<file path="src/rtl/mips_pkg.sv">
// Shared constants and state encoding for the mips32 pipeline front end.
package mips_pkg;

  localparam logic [31:0] NOP_INSTR = 32'h0000_0000;
  localparam logic [31:0] PC_INCR   = 32'd4;
  localparam logic [5:0]  OPCODE_J  = 6'b000010;

  typedef enum logic {
    ST_RUN  = 1'b0,
    ST_HALT = 1'b1
  } fetch_state_e;

endpackage

</file>
<file path="src/rtl/pc_reg.sv">
// Program counter register with load, hold and sequential-increment selects.
module pc_reg
  import mips_pkg::*;
#(
  parameter logic [31:0] RESET_PC = 32'h0000_0000
) (
  input  logic        Clk,
  input  logic        Reset,
  input  logic        i_load,
  input  logic [31:0] i_load_pc,
  input  logic        i_incr,
  output logic [31:0] o_pc
);

  logic [31:0] r_pc;

  // NOTE: sequential state is written with <= so every flop samples pre-edge values.
  always_ff @(posedge Clk) begin
    if (Reset) begin
      r_pc <= RESET_PC;
    end else if (i_load) begin
      r_pc <= i_load_pc;
    end else if (i_incr) begin
      r_pc <= r_pc + PC_INCR;
    end
  end

  assign o_pc = r_pc;

endmodule

</file>
<file path="src/rtl/fetch_stage.sv">
// mips32 instruction-fetch stage: PC sequencing, IF/ID register, fault halt
// and a saturating count of instructions handed to decode.
module fetch_stage
  import mips_pkg::*;
#(
  parameter logic [31:0] RESET_PC   = 32'h0000_0000,
  parameter int unsigned IMEM_BYTES = 1024,
  parameter int          CNT_W      = 16
) (
  input  logic             Clk,
  input  logic             Reset,
  input  logic             Stall,
  input  logic             BranchTaken,
  input  logic [31:0]      BranchTarget,
  input  logic             Jump,
  input  logic [25:0]      JumpIndex,
  output logic [31:0]      Address,
  input  logic [31:0]      Instruction,
  output logic [31:0]      Pc,
  output logic [31:0]      IfIdInstr,
  output logic [31:0]      IfIdPcPlus4,
  output logic             IfIdValid,
  output logic             Fault,
  output logic [CNT_W-1:0] FetchCount
);

  localparam logic [31:0] LP_LIMIT = 32'(IMEM_BYTES);

  fetch_state_e     r_state;
  logic [31:0]      r_instr;
  logic [31:0]      r_pc_plus4;
  logic             r_valid;
  logic             r_fault;
  logic [CNT_W-1:0] r_count;

  logic [31:0] w_pc;
  logic        w_active;
  logic        w_redirect;
  logic        w_pc_oob;
  logic [31:0] w_target;
  logic        w_unused_bits;

  // Redirects only count when decode actually holds the branch/jump.
  assign w_active   = (r_state == ST_RUN) && !Stall;
  assign w_redirect = r_valid && (Jump || BranchTaken);
  assign w_pc_oob   = (w_pc >= LP_LIMIT);
  assign w_target   = Jump ? {r_pc_plus4[31:28], JumpIndex, 2'b00}
                           : {BranchTarget[31:2], 2'b00};
  assign w_unused_bits = ^BranchTarget[1:0];

  pc_reg #(.RESET_PC(RESET_PC)) u_pc_reg (
    .Clk       (Clk),
    .Reset     (Reset),
    .i_load    (w_active && w_redirect),
    .i_load_pc (w_target),
    .i_incr    (w_active && !w_redirect && !w_pc_oob),
    .o_pc      (w_pc)
  );

  always_ff @(posedge Clk) begin
    if (Reset) begin
      r_state    <= ST_RUN;
      r_instr    <= NOP_INSTR;
      r_pc_plus4 <= '0;
      r_valid    <= 1'b0;
      r_fault    <= 1'b0;
      r_count    <= '0;
    end else begin
      case (r_state)
        ST_RUN: begin
          if (Stall) begin
            r_state <= ST_RUN;
          end else if (w_redirect) begin
            r_instr <= NOP_INSTR;
            r_valid <= 1'b0;
          end else if (w_pc_oob) begin
            r_fault <= 1'b1;
            r_instr <= NOP_INSTR;
            r_valid <= 1'b0;
            r_state <= ST_HALT;
          end else begin
            r_instr    <= Instruction;
            r_pc_plus4 <= w_pc + PC_INCR;
            r_valid    <= 1'b1;
            if (r_count != {CNT_W{1'b1}}) begin
              r_count <= r_count + 1'b1;
            end
          end
        end
        ST_HALT: begin
          r_valid <= 1'b0;
        end
        default: begin
          r_state <= ST_HALT;
          r_valid <= 1'b0;
        end
      endcase
    end
  end

  assign Address     = w_pc;
  assign Pc          = w_pc;
  assign IfIdInstr   = r_instr;
  assign IfIdPcPlus4 = r_pc_plus4;
  assign IfIdValid   = r_valid;
  assign Fault       = r_fault;
  assign FetchCount  = r_count;

endmodule

</file>
<file path="config.mk">
export PLATFORM = sky130hd
export DESIGN_NAME = fetch_stage
export DESIGN_NICKNAME = d
export VERILOG_FILES = /design/src/rtl/mips_pkg.sv /design/src/rtl/pc_reg.sv /design/src/rtl/fetch_stage.sv
export SDC_FILE = /design/constraint.sdc
export NUM_CORES = 1
export LEC_CHECK = 0
export CORE_MARGIN = 1.5
export CORE_UTILIZATION = 40
export CTS_CLUSTER_SIZE = 10
export DETAILED_ROUTE_END_ITERATION = 7
export GPL_TIMING_DRIVEN = 0
export MAX_ROUTING_LAYER = met4
export PLACE_DENSITY = 0.8
export SYNTH_ARGS = -nofsm -noshare
export SYNTH_HDL_FRONTEND = slang
export SYNTH_SLANG_ARGS = --single-unit
</file>
<file path="constraint.sdc">
create_clock -name Clk -period 3.5 [get_ports Clk]
set_clock_uncertainty 0.2 [all_clocks]
set_input_delay 0.7 -clock Clk [delete_from_list [all_inputs] [get_ports Clk]]
set_output_delay 0.7 -clock Clk [all_outputs]
set_load 0.05 [all_outputs]
</file>
==> impl_metrics.tcl <==
set metrics [dict create \
    crit_family "simple AND/OR/NAND/NOR gates" \
    final_cell_mix "clkdlybuf4s50_1, dfxtp_1, nor2_1" \
    antenna_found_initial 0 \
    setup_ws_ns 0.1267 \
    seqCellArea_mm2 0.002222 \
    finalNonFillerCells 917 \
    cp-start-kind "primary input" \
    routed_wl_mm 15.79 \
    async_flop_share_pct 0 \
    antenna_left 0 \
    vias 4861 \
    ys_warn_count 0 \
    core_mm2 0.01152 \
    rr_worst_depth 6 \
    dp.cells 901 \
    pre_cts_ws_ns -0.4249 \
    cts_tree "yes" \
    synth_enable_flop_cells 0 \
    root_buffer "clkbuf_16" \
    grt_use_met2_pct 45.52 \
    dp_hpwl_mm 12.05 \
    cp.required_ns 3.51 \
    grt_util_met3_pct 5.238 \
    crit_path_end_kind "flop" \
    yosysSeqAreaShare_pct 46.46 \
    violations "DRC" \
    clkSlewWorstSetupHoldPaths_ns 0.07 \
    crit_chain "clkdlybuf4s50_1 > or2_2 > clkbuf_1 > or4b_4 > or2_1 > clkbuf_1 > o41ai_1 > a21oi_1" \
    final_nets 867 \
    syn_area_mm2 0.004783 \
    met1_usage_pct 28.73 \
    setup_violations 0 \
    drive_above_1_share_pct 8.527 \
    cpMostUsedCell "clkbuf_1" \
    min_period_over_period_pct 96.38 \
    final_common_cell "clkdlybuf4s50_1" \
    worst_pin_slew_ns 0.7580 \
    drv_slew 0 \
    pin_count 241 \
    utilization_pct 66.38 \
    peakVddDrop_mv 0.7564 \
    layout_min_cycle_time_ns 3.373 \
    clockBufferDepth 2 \
    rows 39 \
    rsz0062_at_grt "false" \
    finalHoldViolations 0 \
    drv_cap 0 \
    holdCritPathClass "flop to flop" \
    fp.dieH_um 112.4 \
    avgViaCountPerCell 5.301 \
    grt_pass1_vias 4980 \
    gp_congestion 0.8354 \
    synth_cells 522 \
    r2r_slack_ns 0.58 \
    first_pass_iters 8 \
    io_buffers 231 \
    wl_per_cell_um 17.22 \
    cts.sinks 111 \
    hold_depth 1 \
    reg2reg_from "u_pc_reg.o_pc[12]" \
    cpPeakStageDelay_ns 0.61 \
    arrival_ns 3.38 \
    crit_type "primary input to flop" \
    globalRouteOverflowTotal 0 \
    avgSynthCellArea_um2 9.163 \
    synth-main-ff-cell "dfxtp_1" \
    track_usage_pct 25.45 \
    initial_utilization_pct 41.54 \
    first_iter_violations 386 \
    htree_levels 3 \
    syn_to_final_growth_pct 59.82 \
    p_leak_nw 2.812 \
    cts_buffers 9 \
    finalPower_w 0.006034 \
    crit_buf_inv 3 \
    insertion_delay_ns 0.34 \
    relSlewSlack_pct 49.47 \
    r2r_end "FetchCount[5]" \
    grt_first_pass_wirelength_mm 24.94 \
    design.die.area_mm2 0.01262 \
    crit_path_top_delay_cell "or4b_4" \
    status "finished, violations left" \
    fp.dieW_um 112.4 \
    hold_slack_ns 0.2596 \
    ys_ff_latch 111 \
    grt_start_max_net_pins 18 \
    hp-start "IfIdPcPlus4[17]" \
    busiest_layer "met2" \
    drc_errors 9 \
    diodes 0 \
    clock.fmax_mhz 296.4 \
    critPathMaxFanout 10 \
    fill_cells 937 \
    synth_cell_types 47 \
    hold_path_end "IfIdPcPlus4[17]" \
    p_per_area_mw_per_mm2 789.3 \
    multiInputGateArea_mm2 0.002151 \
]
-- timing repair --
item,in CTS,in global routing
gates resized for setup,1,4
buffers inserted,0,0
setup endpoints to repair,30,6
pin swaps,0,0
hold endpoints to repair,0,0
hold buffers,0,0
gates cloned,0,0
-- cell type report --
class	count	area share (%)
Inverter	6	0.2946
Multi-Input combinational cell	338	28.13
Buffer	72	5.385
Sequential cell	111	29.07
Clock buffer	11	3.175
Timing Repair Buffer	231	30.25
Tap cell	143	2.340
Clock inverter	5	1.358
-- cell usage after synthesis, drive strengths merged (8+ instances only) --
| cell type | count | area [um^2] |
|---|---|---|
| dfxtp | 111 | 2222 |
| clkbuf | 31 | 116.4 |
| a21oi | 18 | 90.09 |
| nand2 | 11 | 41.29 |
| nand3 | 12 | 60.06 |
| buf | 41 | 292.8 |
| a22oi | 32 | 240.2 |
| or4 | 9 | 67.56 |
| nor2 | 77 | 289.0 |
| and2 | 24 | 150.1 |
| mux2i | 26 | 260.3 |
| o31ai | 9 | 67.56 |
| a211oi | 32 | 240.2 |
| or3 | 8 | 55.05 |
-- cell families after synthesis --
logic type	after synthesis	share of synthesized area (%)
buffers and inverters	78	9.024
AOI/OAI and AO/OA	116	17.32
DFF	111	46.46
xor gates and xnor gates	7	1.282
adders and majority gates	3	0.7848
and+or+nand+nor	177	18.91
muxes	29	6.147
other	1	0.07840
-- worst max path at each step --
stage | from | end | slack (ns) | depth (start not counted)
3_5_place_dp | Stall | IfIdPcPlus4[5] | -0.42 | 8
5_1_grt | Stall | FetchCount[5] | 0.0003 | 8
6_report | Stall | FetchCount[5] | 0.13 | 8
3_3_place_gp | Stall | IfIdPcPlus4[10] | -0.34 | 8
4_1_cts | Stall | FetchCount[2] | 0.05 | 9
2_1_floorplan | Stall | FetchCount[8] | 0.54 | 6
-- per-layer routing --
layer | vias to the layer above | share of wire (%)
li1 | 2318 | -
met1 | 2336 | 41
met2 | 184 | 52
met3 | 23 | 5.4
met4 | 0 | 1.7
met5 | - | 0
-- worst reg2reg max path: cells and delay by family, from the launching register on --
kind | cells | cell delay, ns
compound gates | 2 | 0.55
buf+inv | 1 | 0.29
flops | 1 | 0.34
simple gates | 3 | 1.41
-- state kept, by name, indices dropped and copies added, names as in the netlist --
signal and cells:
Fault 1, FetchCount 16, IfIdInstr 32, IfIdPcPlus4 30, IfIdValid 1, r_state 1
u_pc_reg.o_pc 30
-- power by group --
group	total, W	internal (W)	leakage (nW)	switching, W
combinational	0.00309	0.00107	1.74	0.00202
sequential	0.00175	0.00152	0.900	0.000230
clock	0.00119	0.000722	0.170	0.000468
-- stage by stage --
stage / instance area (um^2) / TNS (ns)
final: 7645 / 0
after detailed placement: 7293 / -26.50
after floorplan: 4802 / 0
after global routing: 7645 / 0
after CTS: 7642 / 0
after global placement: 7293 / -17.45
Power figures use the tool's default switching activity.
